## config.mk

```make
export PLATFORM = sky130hd
export DESIGN_NAME = spi_cmd_decoder
export DESIGN_NICKNAME = d
export VERILOG_FILES = /design/src/rtl/spi_cmd_decoder_pkg.sv /design/src/rtl/spi_cmd_decoder.sv
export SDC_FILE = /design/constraint.sdc
export NUM_CORES = 1
export LEC_CHECK = 0
export CORE_MARGIN = 10
export CORE_UTILIZATION = 49
export DETAILED_ROUTE_END_ITERATION = 6
export GPL_TIMING_DRIVEN = 1
export PLACE_DENSITY = 0.8
export SLEW_MARGIN = 20
export SYNTH_ARGS = -nofsm -noshare
export SYNTH_HDL_FRONTEND = slang
export SYNTH_SLANG_ARGS = --single-unit
export TNS_END_PERCENT = 5
```

## constraint.sdc

```tcl
create_clock -name clk -period 1.75 [get_ports clk]
set_input_delay 0.35 -clock clk [delete_from_list [all_inputs] [get_ports clk]]
set_output_delay 0.35 -clock clk [all_outputs]
set_load 0.005 [all_outputs]
```

## src/rtl/spi_cmd_decoder_pkg.sv

```systemverilog
// ---------------------------------------------------------------------------
// spiPkg
// Shared types and constants for the SPI command decoder.
//   spiCmdState_t  : decoder FSM states (idle, command byte, write, read)
//   SPI_CMD_WR_BIT : bit of the command byte that selects write (1) or read (0)
//   spiByte_t      : one SPI byte
// ---------------------------------------------------------------------------
package spiPkg;

    typedef enum logic [1:0] {
        ST_IDLE  = 2'd0,
        ST_CMD   = 2'd1,
        ST_WRITE = 2'd2,
        ST_READ  = 2'd3
    } spiCmdState_t;

    localparam int SPI_CMD_WR_BIT = 7;

    typedef logic [7:0] spiByte_t;

endpackage

```

## src/rtl/spi_cmd_decoder.sv

```systemverilog
// ---------------------------------------------------------------------------
// spi_cmd_decoder
// Frames SPI bytes into register-file commands. The first byte of a frame is
// the command (bit 7: 1 = write, 0 = read; low AW bits = start address).
// Write frames turn every following byte into a register write; read frames
// prefetch the addressed register and load it into the SPI transmit path.
// The address auto-increments modulo 2^AW.
//
// Ports:
//   clk        in   system clock
//   reset      in   asynchronous reset, active low
//   ssel       in   frame active (synchronised to clk)
//   rxValid    in   one-cycle strobe: new received byte on rxData
//   rxData     in   received byte
//   regWr      out  one-cycle register write strobe
//   regRd      out  one-cycle register read strobe
//   regAddr    out  register address for regWr/regRd
//   regWrData  out  write data, valid with regWr
//   regRdData  in   read data, valid one cycle after regRd
//   txData     out  byte for the next SPI transfer (held between loads)
//   txLoad     out  one-cycle strobe: txData updated
//   frameCnt   out  completed-frame counter, wraps at 16 bits
// ---------------------------------------------------------------------------
module spi_cmd_decoder
    import spiPkg::*;
#(
    parameter int AW = 7,
    parameter int DW = 8
) (
    input  logic          clk,
    input  logic          reset,
    input  logic          ssel,
    input  logic          rxValid,
    input  logic [DW-1:0] rxData,
    output logic          regWr,
    output logic          regRd,
    output logic [AW-1:0] regAddr,
    output logic [DW-1:0] regWrData,
    input  logic [DW-1:0] regRdData,
    output logic [DW-1:0] txData,
    output logic          txLoad,
    output logic [15:0]   frameCnt
);

    spiCmdState_t  state;
    spiCmdState_t  state_nxt;
    logic          ssel_q;
    logic [AW-1:0] addrCnt;
    logic [AW-1:0] addr_nxt;
    logic [AW-1:0] addr_inc;
    logic [AW-1:0] reg_addr_nxt;
    spiByte_t      wr_data_nxt;
    logic          wr_nxt;
    logic          rd_nxt;
    logic          frame_done;
    logic          rd_pend;

    assign addr_inc = addrCnt + AW'(1);

    // ---------------------------------------------------------------------
    // State register
    // ---------------------------------------------------------------------
    // NOTE: sequential blocks use non-blocking assignments so every register
    // samples the pre-edge value of every other register, independent of
    // statement order.
    always_ff @(posedge clk or negedge reset) begin
        if (!reset) begin
            state <= ST_IDLE;
        end else begin
            state <= state_nxt;
        end
    end

    // ---------------------------------------------------------------------
    // Next-state and next-output logic
    // ---------------------------------------------------------------------
    // NOTE: every variable gets a default before the case statement so no
    // path leaves one unassigned, which would infer a latch.
    always_comb begin
        state_nxt    = state;
        addr_nxt     = addrCnt;
        reg_addr_nxt = regAddr;
        wr_data_nxt  = regWrData;
        wr_nxt       = 1'b0;
        rd_nxt       = 1'b0;
        frame_done   = 1'b0;

        case (state)
            ST_IDLE: begin
                // Rising edge rather than level, so a reset released in the
                // middle of a frame does not misread a data byte as a command.
                if (ssel && !ssel_q) begin
                    state_nxt = ST_CMD;
                end
            end

            ST_CMD: begin
                if (rxValid) begin
                    addr_nxt = rxData[AW-1:0];
                    if (rxData[SPI_CMD_WR_BIT]) begin
                        state_nxt = ST_WRITE;
                    end else begin
                        // Prefetch the start address so it is ready to shift
                        // out during the master's first dummy byte.
                        state_nxt    = ST_READ;
                        rd_nxt       = 1'b1;
                        reg_addr_nxt = rxData[AW-1:0];
                    end
                end
                // A frame only counts once its command byte has arrived.
                if (!ssel) begin
                    state_nxt  = ST_IDLE;
                    frame_done = rxValid;
                end
            end

            ST_WRITE: begin
                if (rxValid) begin
                    wr_nxt       = 1'b1;
                    reg_addr_nxt = addrCnt;
                    wr_data_nxt  = rxData;
                    addr_nxt     = addr_inc;
                end
                if (!ssel) begin
                    state_nxt  = ST_IDLE;
                    frame_done = 1'b1;
                end
            end

            ST_READ: begin
                if (rxValid) begin
                    rd_nxt       = 1'b1;
                    reg_addr_nxt = addr_inc;
                    addr_nxt     = addr_inc;
                end
                if (!ssel) begin
                    state_nxt  = ST_IDLE;
                    frame_done = 1'b1;
                end
            end

            default: begin
                state_nxt = ST_IDLE;
            end
        endcase
    end

    // ---------------------------------------------------------------------
    // Datapath registers and read pipeline
    // ---------------------------------------------------------------------
    // Read pipeline: regRd (n+1) -> rd_pend while regRdData is valid (n+2)
    // -> txData/txLoad (n+3). It completes even if the frame ends meanwhile.
    always_ff @(posedge clk or negedge reset) begin
        if (!reset) begin
            // Treat ssel as already high so the first frame after reset needs
            // a genuine rising edge.
            ssel_q    <= 1'b1;
            addrCnt   <= '0;
            regWr     <= 1'b0;
            regRd     <= 1'b0;
            regAddr   <= '0;
            regWrData <= '0;
            rd_pend   <= 1'b0;
            txLoad    <= 1'b0;
            txData    <= '0;
            frameCnt  <= '0;
        end else begin
            ssel_q    <= ssel;
            addrCnt   <= addr_nxt;
            regWr     <= wr_nxt;
            regRd     <= rd_nxt;
            regAddr   <= reg_addr_nxt;
            regWrData <= wr_data_nxt;
            rd_pend   <= regRd;
            txLoad    <= rd_pend;
            if (rd_pend) begin
                txData <= regRdData;
            end
            if (frame_done) begin
                frameCnt <= frameCnt + 16'd1;
            end
        end
    end

endmodule

```

==> out/metrics.csv, run 1 <==
metric,value,unit
outcome,"finished, final reports clean",
ant_nets,0,
dpl_worst_slack,-79.8,ps
ctsResizeCount,0,
finalPower,3620,uW
numCtsBuffers,5,
cts_sinks,53,
drive_gt1_share,13.4,%
synth.mux.area_fraction,5.94,%
dr_total_vias,1967,
ys_seq_elements,53,
critPathLaunch,frameCnt[3],
crit_required,1400,ps
cp_max_fo,5,
synth_cells,235,
worst_pin_slew,464,ps
cts_hold_buffers,0,
wirelength,5.75,mm
syn_nets,257,
die_area,8270,sq um
fin_nets,327,
first_pass_iters,4,
row_count,25,
yosysTopAreaCellShare,52.8,%
avgSynthCellArea,10.5,sq um
detailed_place.area,3230,sq um
drv_cap,0,
timing.rr.start,addrCnt[1],
post-route-period-util,94.8,%
arrival,1310,ps
synth_flop_cell,dfrtp_1,
hpwl,4.28,mm
cp-end-kind,output pin,
yosysWarnings,0,
cts_root_buf,clkbuf_8,
chipHeight,90.9,um
first_global_vias,1890,
gp_routability_congestion,0.932,
max_stage_delay,540,ps
p_leak,0.00146,uW
rsz0062_at_grt,false,
utilization,69.5,%
peakVddDrop,0.884,mV
synth_area_leaders,"dfrtp_1 53%, xnor2_1 4.6%, mux2_2 4.1%",
finalWorstSetupSlack,91.5,ps
start_util,51.5,%
grt_overflow_total,0,
path_buf_inv,1,
grt_first_pass_wirelength,9.29,mm
diodes,0,
synth_area,2460,sq um
path_cells,clkdlybuf4s50_1,
synthSimpleGateAreaFrac,16.8,%
area_delta_synth_final,35.0,%
holdWs,1.20,ps
drtIter0Drc,185,
synth_enable_flop_cells,0,
die_w,90.9,um
clkLatencyLatePin,310,ps
slew_headroom,68.7,%
hold_class,in -> async,
route.detailed.drc,0,
critPathTopFamily,buffers and inverters,
port_buffers,61,
layout_commonest_cell,clkdlybuf4s50_1,
synth-async-reset-ratio,100,%
grt_max_degree,54,
synth_fa_ha_area_share,1.02,%
post-cts-setup-buffers,0,
grt_usage,13.5,%
yosysSeqAreaShare,53.9,%
antenna_found_initial,0,
io_pins,62,
wire_per_inst,15.4,um
synth_cell_type_count,43,
finalHoldViolations,0,
start_kind,flip-flop,
finalMaxSlewViolations,0,
slowest_stage,clkdlybuf4s50_1,
p_per_area,1090,nW/um^2
stdcell_area,3330,sq um
cts_tree,done,
synth_compound_area_share,12.1,%
path_clk_slew,100,ps
setup_violations,0,
fin_crit,1660,ps
synth_top_family_by_area,simple AND/OR/NAND/NOR gates,
fin_skew,2.82,ps
fmax,603,MHz
coreArea,4790,sq um
viasPerCell,5.27,
htree_levels,2,
cts.path.max_buffers,2,
crit_type,reg -> out,
synth_largest_area_cell,dfrtp_1,
synth_xor_area_share,6.40,%
final_cell_mix,"60 x clkdlybuf4s50_1, 52 x dfrtp_1, 25 x nand2_1, 17 x nor2_1",
## flip-flops by register name, indices dropped and copies added, names as in the netlist
| name | flops |
|---|---|
| frameCnt | 16 |
| regWrData | 8 |
| txData | 8 |
| addrCnt | 7 |
| regAddr | 7 |
| state | 2 |
| rd_pend | 1 |
| regRd | 1 |
| regWr | 1 |
| ssel_q | 1 |
| txLoad | 1 |
## final timing paths
kind / end / slack [ps] / cells after the start
setup reg to reg: regAddr[6] / 240 / 4
hold reg to reg: rd_pend / 390 / 0
max in group asynchronous: ssel_q / 1460 / 2
min in group clk: rd_pend / 390 / 0
setup / recovery: frameCnt[3] / 90 / 1
hold / removal: regWrData[7] / 1 / 2
## report_power, final
part | total, uW | internal [uW] | switching [uW]
logic | 1170 | 711 | 455
clock network | 723 | 292 | 432
registers | 1730 | 1490 | 235
total | 3620 | 2500 | 1120
## synthesized netlist by cell type (all sizes together), types with 2 or more instances
| library cell | instances |
|---|---|
| o21ai | 12 |
| mux2i | 3 |
| nor3 | 2 |
| xnor2 | 13 |
| a21oi | 9 |
| o22ai | 8 |
| nand2b | 3 |
| nor2 | 17 |
| buf | 6 |
| ha | 2 |
| nor4 | 4 |
| mux2 | 10 |
| and3 | 3 |
| nand4 | 3 |
| clkbuf | 7 |
| inv | 10 |
| nand3 | 11 |
| dfrtp | 52 |
| o221ai | 2 |
| nand2 | 26 |
| xor2 | 5 |
| nor2b | 5 |
| a31oi | 10 |
## routing by layer
layer / global-route usage (%) / wire, um / vias to the layer above
li1: - / - / 960
met1: 15.6 / 2340 / 938
met2: 22.8 / 2920 / 62
met3: 4.57 / 394 / 7
met4: 4.70 / 92 / 0
met5: 0 / 0 / -
## through the flow
stage | setup TNS, ps | std cells
2_1_floorplan | 0 | 235
3_3_place_gp | -37.6 | 365
3_5_place_dp | -302 | 365
4_1_cts | 0 | 373
5_1_grt | 0 | 373
6_report | 0 | 373
## area by class of cell
type	count	area [sq um]
fillers	367	1460
clock inverters	3	26.3
clock buffers	5	68.8
repair buffers	76	743
flip-flops and latches	53	1330
multi-input cells	159	1040
inverters	10	37.5
well taps	67	83.8
## logic make-up (layout without fill, tap and decap cells)
| logic type | after synthesis | count (layout) |
|---|---|---|
| simple gates | 79 | 79 |
| flops | 53 | 53 |
| compound gates | 47 | 47 |
| buf+inv | 23 | 94 |
| xor+xnor | 18 | 18 |
| mux | 13 | 13 |
| fa+ha+maj | 2 | 2 |
Power figures use the tool's default switching activity.
==> run 2, diff against run 1 <==
==> constraint.sdc (replaced) <==
create_clock -name clk -period 1.75 [get_ports clk]
set_input_delay 0.35 -clock clk [delete_from_list [all_inputs] [get_ports clk]]
set_output_delay 0.35 -clock clk [all_outputs]
set_load 0.05 [all_outputs]
==> run 2 against run 1 <==
  * Clock power increased by 1%
  * Non-clock buffer count grew 3
  * Global-route usage increased by 0.76 points
  * Largest power group is now combinational cells
==> out/metrics.csv, run 2 (synthesized netlist as in run 1, its figures left out) <==
metric,value,unit,change
crit_required,1960,ps,+560 ps
setup-tns-final,0,ps,unchanged
hpwl,4.53,mm,+5.9%
fmax,639,MHz,+6.0%
arrival,1770,ps,+460 ps
timing.rr.start,state[1],,
cts_root_buf,clkbuf_8,,
setup_violations,0,,unchanged
numCtsBuffers,5,,unchanged
wire_per_inst,15.5,um,+0.62%
reg2reg_slack,190,ps,-50 ps
first_pass_iters,4,,unchanged
cts.path.max_buffers,2,,unchanged
dr_total_vias,1984,,+0.86%
viasPerCell,5.28,,about the same
crit_type,reg -> reg,,
route.detailed.drc,0,,unchanged
hold_class,reg -> reg,,
fin_crit,1560,ps,-94.5 ps
largest_register_ff_count,16,,unchanged
row_count,25,,unchanged
largestRegisters,"frameCnt: 16 flops, regWrData: 8 flops, txData: 8 flops",,
fin_skew,2.93,ps,+0.107 ps
drv_cap,0,,unchanged
fillCellCount,409,,+11%
p_leak,0.00152,uW,+4.2%
layout_commonest_cell,buf_4,,
final_cell_mix,"59 x buf_4, 52 x dfrtp_1, 25 x nand2_1, 18 x clkdlybuf4s50_1, 17 x nor2_1",,
slew_headroom,69.1,%,+0.38 points
worstRegToRegCells,4,,unchanged
outcome,"finished, final reports clean",,
drtIter0Drc,174,,-5.9%
max_flop_register,frameCnt,,
r2r_end,regAddr[2],,
antenna_found_initial,0,,unchanged
wirelength,5.83,mm,+1.4%
grt_max_degree,26,,-52%
drive_gt1_share,27.5,%,+14 points
cts_tree,done,,
path_clk_slew,100,ps,about the same
area_delta_synth_final,30.8,%,
port_buffers,61,,unchanged
finalMaxSlewViolations,0,,unchanged
placedCellCount,367,,+0.55%
chipHeight,90.9,um,unchanged
cp-end-kind,flip-flop,,
post-route-period-util,89.4,%,-5.4 points
gp_routability_congestion,0.912,,-2.2%
clkLatencyLatePin,310,ps,about the same
min_path_cells,0,,
die_area,8270,sq um,unchanged
die_w,90.9,um,unchanged
worstHoldStart,regRd,,
finalHoldViolations,0,,unchanged
critPathTopFamily,flip-flops,,
grt_overflow_total,0,,unchanged
worst_pin_slew,459,ps,-5.58 ps
first_global_vias,2041,,+8.0%
regArea,1330,sq um,unchanged
cts_sinks,53,,unchanged
p_per_area,1340,nW/um^2,+23%
htree_levels,2,,unchanged
max_stage_delay,620,ps,+80 ps
fin_cells,376,,+0.80%
coreArea,4790,sq um,unchanged
fin_nets,330,,+0.92%
post-cts-setup-buffers,0,,unchanged
start_kind,flip-flop,,
diodes,0,,unchanged
start_util,51.5,%,unchanged
grt_first_pass_wirelength,10.0,mm,+7.7%
multiInputGateArea,1040,sq um,unchanged
slowest_stage,dfrtp_1,,
io_pins,62,,unchanged
cp_max_fo,12,,+7
min_to,rd_pend,,
rsz0062_at_grt,false,,
peakVddDrop,0.988,mV,+12%
grt_usage,14.3,%,+0.76 points
path_buf_inv,1,,unchanged
utilization,67.3,%,-2.2 points
ant_nets,0,,unchanged
path_cells,inv_1 > a211oi_1 > a21oi_1 > o22a_1,,
## run 2: cell types whose count changed in the layout (fill, tap and decap cells not counted)
cell	before	now
dlygate4sd3_1	0	1
buf_4	13	59
clkdlybuf4s50_1	60	18
buf_12	2	0
## run 2: metrics by stage
step / hold slack [ps] / total power (uW) / instance area (sq um) / setup slack [ps]
6_report: 414 / 4310 / 3220 / 186
5_1_grt: 440 / 4560 / 3220 / 72.2
3_5_place_dp: 264 / 3620 / 3120 / -104
4_1_cts: 422 / 4340 / 3220 / 212
2_1_floorplan: 54.4 / 2990 / 2460 / 45.8
3_3_place_gp: 260 / 3570 / 3120 / -21.0
## run 2: worst max-delay path by stage
| stage | from | end | slack [ps] | depth (start not counted) |
|---|---|---|---|---|
| floorplan | frameCnt[0] | frameCnt[12] | 50 | 5 |
| global placement | rxValid | frameCnt[1] | -20 | 4 |
| detailed placement | rxValid | frameCnt[12] | -100 | 5 |
| CTS | state[1] | regAddr[2] | 210 | 4 |
| global route | state[1] | regAddr[2] | 70 | 4 |
| finish | state[1] | regAddr[2] | 190 | 4 |
## run 2: what timing repair did
| item | CTS | global route |
|---|---|---|
| hold buffers | 1 | 0 |
| hold endpoints to repair | 11 | 0 |
| resized for setup | 0 | 0 |
## run 2: final cells by class
type / count / share of cell area [%]
clock buffers: 5 / 2.14
inverters: 10 / 1.16
multi-input cells: 159 / 32.3
well taps: 67 / 2.60
repair buffers: 79 / 19.8
clock inverters: 3 / 0.815
flip-flops and latches: 53 / 41.2
## run 2: metal layers
metal	global-route usage, %	wire length (um)	vias up
met4	4.31	84	0
met3	3.24	291	7
met2	24.2	2950	52
met1	17.6	2500	958
li1	-	-	967
met5	0	0	-
## run 2: worst reg2reg max path, stage by stage, from the launching register on
cell,delay (ps)
dfrtp_1,620
inv_1,320
a211oi_1,250
a21oi_1,90
o22a_1,190
## run 2: power breakdown
group	leakage (uW)	switching [uW]	internal, uW
Clock	0.0000423	438	292
Combinational	0.000815	1220	631
Sequential	0.000662	238	1490
Total	0.00152	1890	2420
